==> config.mk <==
export PLATFORM = sky130hd
export DESIGN_NAME = seq_addsub_16b_flat
export DESIGN_NICKNAME = d
export VERILOG_FILES = /design/src/rtl/seq_addsub_16b_if.sv /design/src/rtl/seq_addsub_16b.sv /design/src/flat_wrapper.sv
export SDC_FILE = /design/constraint.sdc
export NUM_CORES = 1
export LEC_CHECK = 0
export CELL_PAD_IN_SITES_DETAIL_PLACEMENT = 0
export CELL_PAD_IN_SITES_GLOBAL_PLACEMENT = 1
export CORE_AREA = 8 8 94 96
export CTS_BUF_LIST = sky130_fd_sc_hd__clkbuf_2
export CTS_CLUSTER_DIAMETER = 150
export DETAILED_ROUTE_END_ITERATION = 6
export DIE_AREA = 0 0 102 104
export PLACE_DENSITY_LB_ADDON = 0.1
export SLEW_MARGIN = 0
export SYNTH_ARGS = -nofsm -noshare
export SYNTH_HDL_FRONTEND = slang
export SYNTH_SLANG_ARGS = --single-unit
==> constraint.sdc <==
create_clock -name clk -period 2.6 [get_ports clk]
set_input_delay 0.78 -clock clk [delete_from_list [all_inputs] [get_ports clk]]
set_output_delay 0.78 -clock clk [all_outputs]
set_load 0.01 [all_outputs]
==> src/rtl/seq_addsub_16b_if.sv <==
// Handshake and operand/result bundle for the nibble-serial 16-bit adder/subtractor.
// The requester uses the master modport; seq_addsub_16b uses the slave modport.
interface seq_addsub_16b_if;
    logic        start;
    logic        sub;
    logic [15:0] a;
    logic [15:0] b;
    logic        ready;
    logic        done;
    logic [15:0] result;
    logic        c_out;
    logic        ovf;

    modport master (
        output start, sub, a, b,
        input  ready, done, result, c_out, ovf
    );

    modport slave (
        input  start, sub, a, b,
        output ready, done, result, c_out, ovf
    );
endinterface

==> src/rtl/seq_addsub_16b.sv <==
// Nibble-serial 16-bit add/subtract: one 4-bit slice reused over four RUN cycles.
// Optional signed-overflow flag is built only when SEQ_ADDSUB_OVF_EN is defined.
module seq_addsub_16b (
    input logic             clk,
    input logic             rst_n,
    seq_addsub_16b_if.slave bus
);
    localparam int DATA_W  = 16;
    localparam int SLICE_W = 4;

    typedef enum logic [1:0] {
        IDLE = 2'd0,
        RUN  = 2'd1,
        DONE = 2'd2
    } state_t;

    state_t              state_q;
    state_t              state_d;
    logic [DATA_W-1:0]   op_a;
    logic [DATA_W-1:0]   op_b;
    logic [DATA_W-1:0]   result_q;
    logic                carry;
    logic                c_out_q;
    logic [1:0]          k;
    logic [SLICE_W-1:0]  nib_a;
    logic [SLICE_W-1:0]  nib_b;
    logic [SLICE_W-1:0]  nib_s;
    logic                nib_c;
    logic                accept;
    logic                last;

    function automatic logic [SLICE_W:0] slice_add(input logic [SLICE_W-1:0] x,
                                                   input logic [SLICE_W-1:0] y,
                                                   input logic               cin);
        slice_add = {1'b0, x} + {1'b0, y} + {{SLICE_W{1'b0}}, cin};
    endfunction

    assign nib_a            = op_a[{k, 2'b00} +: SLICE_W];
    assign nib_b            = op_b[{k, 2'b00} +: SLICE_W];
    assign {nib_c, nib_s}   = slice_add(nib_a, nib_b, carry);
    assign accept           = (state_q == IDLE) && bus.start;
    assign last             = (state_q == RUN) && (k == 2'd3);

    always_ff @(posedge clk or negedge rst_n) begin
        if (!rst_n) begin
            state_q <= IDLE;
        end else begin
            state_q <= state_d;
        end
    end

    always_comb begin
        state_d = state_q;
        case (state_q)
            IDLE:    if (bus.start) state_d = RUN;
            RUN:     if (k == 2'd3) state_d = DONE;
            DONE:    state_d = IDLE;
            default: state_d = IDLE;
        endcase
    end

    always_comb begin
        bus.ready = (state_q == IDLE);
        bus.done  = (state_q == DONE);
    end

    // Subtraction is a + ~b + 1: the +1 enters as the initial slice carry.
    always_ff @(posedge clk or negedge rst_n) begin
        if (!rst_n) begin
            op_a     <= '0;
            op_b     <= '0;
            carry    <= 1'b0;
            k        <= 2'd0;
            result_q <= '0;
            c_out_q  <= 1'b0;
        end else if (accept) begin
            op_a  <= bus.a;
            op_b  <= bus.b ^ {DATA_W{bus.sub}};
            carry <= bus.sub;
            k     <= 2'd0;
        end else if (state_q == RUN) begin
            result_q[{k, 2'b00} +: SLICE_W] <= nib_s;
            carry                           <= nib_c;
            k                               <= k + 2'd1;
            if (last) begin
                c_out_q <= nib_c;
            end
        end
    end

    assign bus.result = result_q;
    assign bus.c_out  = c_out_q;

`ifdef SEQ_ADDSUB_OVF_EN
    logic ovf_q;
    logic c_into_msb;

    // Carry into bit 15 is the carry out of the low three bits of the top slice.
    function automatic logic msb_carry_in(input logic [SLICE_W-1:0] x,
                                          input logic [SLICE_W-1:0] y,
                                          input logic               cin);
        logic [SLICE_W-1:0] t;
        t = {1'b0, x[SLICE_W-2:0]} + {1'b0, y[SLICE_W-2:0]} + {{(SLICE_W-1){1'b0}}, cin};
        msb_carry_in = t[SLICE_W-1];
    endfunction

    assign c_into_msb = msb_carry_in(nib_a, nib_b, carry);

    always_ff @(posedge clk or negedge rst_n) begin
        if (!rst_n) begin
            ovf_q <= 1'b0;
        end else if (last) begin
            ovf_q <= c_into_msb ^ nib_c;
        end
    end

    assign bus.ovf = ovf_q;
`else
    assign bus.ovf = 1'b0;
`endif

endmodule

==> src/flat_wrapper.sv <==
// flat-port wrapper written by rule: the top's interface ports become plain ports
module seq_addsub_16b_flat 
  (clk, rst_n, bus_start, bus_sub, bus_a, bus_b, bus_ready, bus_done, bus_result, bus_c_out, bus_ovf);
  seq_addsub_16b_if bus_i ();
  input logic clk;
  input logic rst_n;
  input wire logic [$bits(bus_i.start)-1:0] bus_start;
  input wire logic [$bits(bus_i.sub)-1:0] bus_sub;
  input wire logic [$bits(bus_i.a)-1:0] bus_a;
  input wire logic [$bits(bus_i.b)-1:0] bus_b;
  output wire logic [$bits(bus_i.ready)-1:0] bus_ready;
  output wire logic [$bits(bus_i.done)-1:0] bus_done;
  output wire logic [$bits(bus_i.result)-1:0] bus_result;
  output wire logic [$bits(bus_i.c_out)-1:0] bus_c_out;
  output wire logic [$bits(bus_i.ovf)-1:0] bus_ovf;
  assign bus_i.start = bus_start;
  assign bus_i.sub = bus_sub;
  assign bus_i.a = bus_a;
  assign bus_i.b = bus_b;
  assign bus_ready = bus_i.ready;
  assign bus_done = bus_i.done;
  assign bus_result = bus_i.result;
  assign bus_c_out = bus_i.c_out;
  assign bus_ovf = bus_i.ovf;
  seq_addsub_16b u_core (.clk(clk), .rst_n(rst_n), .bus(bus_i));
endmodule
==> flow_metrics.env, run 1 <==
export IMPL_hold_violations=0
export IMPL_grt_usage_pct=11.52
export IMPL_fin_cells=407
export IMPL_whs_ns=0.4165
export IMPL_layout_commonest_cell="nand2_1"
export IMPL_clkLatencyLatePin_ns=0.44
export IMPL_clock_skew_ns=0.03220
export IMPL_totalWireLength_mm=5.649
export IMPL_synth_seq_cells=54
export IMPL_wl_met2_mm=2.582
export IMPL_die_h_um=104
export IMPL_port_buffer_count=54
export IMPL_ir_worst_vdd_mv=0.8264
export IMPL_dieArea_sq_um=10610
export IMPL_diodes=0
export IMPL_fillers=751
export IMPL_wl_per_cell_um=13.88
export IMPL_dpl_cell_count=399
export IMPL_syn_area_sq_um=2636
export IMPL_yosysSeqAreaShare_pct=51.26
export IMPL_coreArea_sq_um=7447
export IMPL_p_per_area_nw_per_um2=1217
export IMPL_ys_warn_count=0
export IMPL_path_buf_inv=1
export IMPL_setup_tns_ns=0
export IMPL_cts_made_buffers=5
export IMPL_rsz0062_at_grt="no"
export IMPL_fin_crit_ns=2.438
export IMPL_hold_path_class="primary input to asynchronous set/reset pin"
export IMPL_num_vias=1864
export IMPL_drv_slew=0
export IMPL_drt_met1_wl_mm=2.628
export IMPL_required_ns=1.82
export IMPL_worst_pin_slew_ns=0.6786
export IMPL_drc=0
export IMPL_cp_max_fo=5
export IMPL_synth_cell_type_count=29
export IMPL_cpLargestDelayFamily="buffers and inverters"
export IMPL_fmax_ghz=0.4103
export IMPL_vias_per_cell=4.580
export IMPL_pin_count=56
export IMPL_drive_gt1_share_pct=9.836
export IMPL_syn_inst=248
export IMPL_endpoint_kind="primary output"
export IMPL_p_leak_nw=1.467
export IMPL_syn_nets=295
export IMPL_cts_root_buf="clkbuf_2"
export IMPL_antenna_found_initial=0
export IMPL_cts_num_sinks=54
export IMPL_dr_pass1_iters=4
export IMPL_place_area_sq_um=3306
export IMPL_grt_start_max_net_pins=55
export IMPL_syn2layout_area_growth_pct=27.15
export IMPL_hpwl_mm=4.215
export IMPL_grt_pass1_vias=2032
export IMPL_drt_initial_drc_count=67
export IMPL_final_cell_mix="nand2_1 (61), clkdlybuf4s50_1 (53), dfrtp_1 (53)"
export IMPL_grt_pass1_wl_mm=9.873
export IMPL_dr_max_layer_used="met4"
export IMPL_htreeDepth=2
export IMPL_drv_cap=0
export IMPL_tritoncts="yes"
export IMPL_slowest_stage="clkdlybuf4s50_1"
export IMPL_relSlewSlack_pct=54.76
export IMPL_dr_wl_met3_um=373
export IMPL_syn_area_per_cell_sq_um=10.63
export IMPL_place_gp_congestion=0.7094
export IMPL_start_util_pct=35.40
export IMPL_stdcell_area_sq_um=3352
export IMPL_setup_viol=0
export IMPL_row_count=32
export IMPL_p_total_mw=4.080
export IMPL_critical_path_startpoint_type="flip-flop"
export IMPL_post_route_period_util_pct=93.75
export IMPL_cp_cell_sequence="nor2_1, clkdlybuf4s50_1"
export IMPL_clk_pin_slew_ns=0.28
export IMPL_nNetsFinal=352
export IMPL_status="complete, no violations"
export IMPL_ant_nets=0
export IMPL_critPathMaxStageDelay_ns=0.56
export IMPL_clockBufferDepth=2
export IMPL_worstPathArrival_ns=1.66
export IMPL_critical_path_class="flip-flop to primary output"
export IMPL_die_w_um=102
export IMPL_grt_remaining_overflow=0
## report_power, final
group,internal (mW),switching (mW),total [mW]
Combinational,1.07,1.26,2.34
Clock,0.0650,0.254,0.319
Sequential,1.19,0.230,1.42
Total,2.33,1.75,4.08
## metrics by stage
stage	setup WS [ns]	utilization [%]
floorplan	0.1754	-
global placement	0.1901	44.39
detailed placement	0.1002	44.39
CTS	0.04682	44.89
global route	0.03849	45.01
finish	0.1625	45.01
## routing by layer
metal	track usage, %	up-vias
met2	18.07	40
met3	3.347	6
met5	0	-
li1	-	943
met4	3.463	0
met1	14.81	875
## synth_stat cells
cell      count  area [sq um]
nand2_1      61         229.0
dfrtp_1      54          1351
nor2_1       21         78.83
a21oi_1      19         95.09
xnor2_1      18         157.7
a22o_1       13         113.9
ha_1          9         112.6
buf_2         7         35.03
inv_1         7         26.28
mux4_2        7         157.7
o21ai_0       5         25.02
clkbuf_1      3         11.26
nor2b_1       3         18.77
a21o_1        2         15.01
buf_4         2         15.01
fa_1          2         40.04
nor4_2        2         25.02
o31ai_1       2         15.01
a22oi_1       1         7.510
and2_1        1         6.260
buf_6         1         11.26
conb_1        1         3.750
mux4_1        1         26.28
nand2_2       1         6.260
nand2b_1      1         6.260
nand3_1       1         5.000
nand3b_1      1         7.510
nor3b_2       1         12.51
nor4_4        1         21.27
## area by class of cell
type                       instances  area, sq um  share of cell area (%)
timing repair buffer              63        615.6                   18.37
clock inverter                     1        7.507                  0.2240
tap                              102        127.6                   3.807
clock buffer                       6        30.03                  0.8959
multi-input combinational        174         1192                   35.57
sequential                        54         1353                   40.35
inverter                           7        26.28                  0.7839
## path summary, 6_finish.rpt
path	start	end	slack [ns]	cells past startpoint
setup / recovery	u_core.state_q[1]$_DFFE_PN0P_	bus_ready	0.16	2
hold / removal	rst_n	u_core.bus.result[8]$_DFFE_PN0P_	0.42	2
setup reg to reg	u_core.k[0]$_DFFE_PN0P_	u_core.bus.result[3]$_DFFE_PN0P_	0.19	7
hold reg to reg	u_core.op_a[6]$_DFFE_PN0P_	u_core.op_a[6]$_DFFE_PN0P_	0.51	2
max in group asynchronous	rst_n	u_core.op_b[4]$_DFFE_PN0P_	1.71	2
min in group clk	u_core.op_a[6]$_DFFE_PN0P_	u_core.op_a[6]$_DFFE_PN0P_	0.51	2
## flip-flops by register name (all words and copies together) (netlist names)
name / count
u_core.bus.result: 16
u_core.bus.c_out: 1
u_core.state_q: 2
u_core.k: 2
u_core.carry: 1
u_core.op_b: 16
u_core.op_a: 16
## kinds of logic (layout without fill, tap and decap cells)
kind of cell | count (synthesis) | count (layout) | share of synthesized area, %
AO/OA/AOI/OAI | 42 | 42 | 10.30
buffers and inverters | 20 | 77 | 3.749
adder cells (fa/ha/maj) | 11 | 11 | 5.790
XOR/XNOR | 18 | 18 | 5.980
other | 1 | 1 | 0.1422
multiplexers | 8 | 8 | 6.977
flip-flops | 54 | 54 | 51.26
AND/OR/NAND/NOR | 94 | 94 | 15.80
## timing repair
action | 4_1_cts | 5_1_grt
endpoints found under the setup margin | 0 | 6
hold buffers | 0 | 0
setup buffers | 0 | 1
resized for setup | 0 | 1
No activity file was read; power rests on OpenSTA's default activity.
==> inputs of run 2 (changes only) <==
CORE_AREA = 8 8 93 95   (was 8 8 94 96)
DIE_AREA = 0 0 101 103   (was 0 0 102 104)
MAX_ROUTING_LAYER = met4   (was unset)
clock period = 2.66 ns   (was 2.6 ns; I/O delays follow)
==> run 2 against run 1 <==
Design area shrank 0.22%. Clock-buffer cell count shrank 1. Die area down 1.9%. Worst setup slack improved by 0.045 ns. Sequential power about the same. Largest power group unchanged. Non-clock buffer count is 2 lower. Sequential share of layout area rose by 0.090 points. Combinational power is 8.5% lower. Clock power decreased by 7.2%. Utilization grew 1.9 points. Final cell count fell by 0.98%. Global-route usage rose by 0.58 points.
==> flow_metrics.env, run 2 (synthesis gave the netlist of run 1 again) <==
export IMPL_status="complete, no violations"
export IMPL_grt_start_max_net_pins=38
export IMPL_syn2layout_area_growth_pct=26.86
export IMPL_dieArea_sq_um=10400
export IMPL_fin_cells=403
export IMPL_p_per_area_nw_per_um2=1151
export IMPL_final_cell_mix="nand2_1 (61), clkdlybuf4s50_1 (53), dfrtp_1 (53)"
export IMPL_hpwl_mm=4.260
export IMPL_dr_pass1_iters=4
export IMPL_start_util_pct=36.94
export IMPL_ir_worst_vdd_mv=0.5730
export IMPL_antenna_found_initial=0
export IMPL_cp_max_fo=5
export IMPL_rsz0062_at_grt="no"
export IMPL_totalWireLength_mm=5.540
export IMPL_place_gp_congestion=0.7105
export IMPL_grt_usage_pct=12.10
export IMPL_hold_violations=0
export IMPL_relSlewSlack_pct=58.15
export IMPL_port_buffer_count=54
export IMPL_critical_path_class="flip-flop to primary output"
export IMPL_num_vias=1868
export IMPL_r2r_end="u_core.bus.result[6]$_DFFE_PN0P_"
export IMPL_grt_pass1_wl_mm=9.563
export IMPL_fmax_ghz=0.4077
export IMPL_die_w_um=101
export IMPL_hold_path_class="primary input to asynchronous set/reset pin"
export IMPL_drc=0
export IMPL_setup_viol=0
export IMPL_layout_commonest_cell="nand2_1"
export IMPL_die_h_um=103
export IMPL_nNetsFinal=350
export IMPL_drt_initial_drc_count=39
export IMPL_clockBufferDepth=2
export IMPL_grt_remaining_overflow=0
export IMPL_r2r_start="u_core.k[1]$_DFFE_PN0P_"
export IMPL_htreeDepth=2
export IMPL_tritoncts="yes"
export IMPL_required_ns=1.86
export IMPL_cts_num_sinks=54
export IMPL_clk_pin_slew_ns=0.26
export IMPL_clkLatencyLatePin_ns=0.42
export IMPL_worst_pin_slew_ns=0.6265
export IMPL_critical_path_startpoint_type="flip-flop"
export IMPL_vias_per_cell=4.635
export IMPL_endpoint_kind="primary output"
export IMPL_rr_worst_depth=7
export IMPL_cts_made_buffers=5
export IMPL_setup_tns_ns=0
export IMPL_grt_pass1_vias=1999
export IMPL_drv_slew=0
export IMPL_p_leak_nw=1.463
export IMPL_wl_per_cell_um=13.75
export IMPL_row_count=31
export IMPL_ant_nets=0
export IMPL_post_cts_setup_buffers=0
export IMPL_diodes=0
export IMPL_post_route_period_util_pct=92.21
export IMPL_drive_gt1_share_pct=8.553
export IMPL_clock_skew_ns=0.01977
export IMPL_ff2ff_setup_slack_ns=0.29
export IMPL_pin_count=56
export IMPL_coreArea_sq_um=7137
export IMPL_drv_cap=0
export IMPL_worstPathArrival_ns=1.65
export IMPL_fin_crit_ns=2.453
export IMPL_dpl_cell_count=395
export IMPL_cts_root_buf="clkbuf_2"
[run 2: cell types whose count changed in the layout (fill, tap and decap cells not counted)]
cell,before,now
buf_4,8,5
clkbuf_2,6,5
buf_12,1,2
clkinvlp_4,1,0
clkinv_1,0,3
[run 2: cell type report]
type,count,area (sq um)
fill,713,3792
inverter,7,26.28
timing repair buffer,61,613.1
clock inverter,3,11.26
sequential,54,1353
multi-input combinational,174,1192
clock buffer,5,25.02
tap,99,123.9
[run 2: report_power, final]
group	switching, mW	internal, mW
clock network	0.239	0.0563
registers	0.247	1.17
logic	1.16	0.976
total	1.65	2.20
[run 2: stage by stage]
| stage | utilization [%] | power [mW] | area (sq um) | hold WS (ns) | worst slack (ns) |
|---|---|---|---|---|---|
| 2_1_floorplan | - | 2.872 | 2636 | 0.4373 | 0.2354 |
| 3_3_place_gp | 46.34 | 3.636 | 3307 | 0.4603 | 0.2147 |
| 3_5_place_dp | 46.34 | 3.655 | 3307 | 0.4611 | 0.1074 |
| 4_1_cts | 46.84 | 3.957 | 3343 | 0.2997 | 0.08409 |
| 5_1_grt | 46.86 | 4.264 | 3344 | 0.2795 | 0.03089 |
| 6_report | 46.86 | 3.850 | 3344 | 0.3121 | 0.2072 |
[run 2: layer usage]
layer  global-route usage [%]  vias to the layer above  routed length, um
met3                    3.309                        5                286
met1                    14.92                      893               2626
met2                    19.10                       37               2567
li1                         -                      933                  -
met4                    3.436                        0                 60
met5                        -                        -                  0
[run 2: what timing repair did]
action | 4_1_cts | 5_1_grt
setup endpoints to repair | 0 | 6
hold endpoints to repair | 0 | 0
hold buffers | 0 | 0
gates resized for setup | 0 | 1
[run 2: how the worst max path moves through the flow]
stage	start	end	depth (start not counted)	slack, ns
floorplan	u_core.k[0]$_DFFE_PN0P_	u_core.carry$_DFFE_PN0P_	9	0.24
global placement	u_core.k[0]$_DFFE_PN0P_	u_core.bus.result[3]$_DFFE_PN0P_	7	0.21
detailed placement	u_core.k[0]$_DFFE_PN0P_	u_core.bus.result[7]$_DFFE_PN0P_	7	0.11
CTS	u_core.k[0]$_DFFE_PN0P_	u_core.bus.result[3]$_DFFE_PN0P_	7	0.08
global route	u_core.k[1]$_DFFE_PN0P_	u_core.bus.result[14]$_DFFE_PN0P_	7	0.03
finish	u_core.state_q[1]$_DFFE_PN0P_	bus_ready	2	0.21
[run 2: worst max-delay path: stages, from the launching register on]
cell,delay [ns]
dfrtp_1,0.50
nor2_1,0.16
clkdlybuf4s50_1,0.57
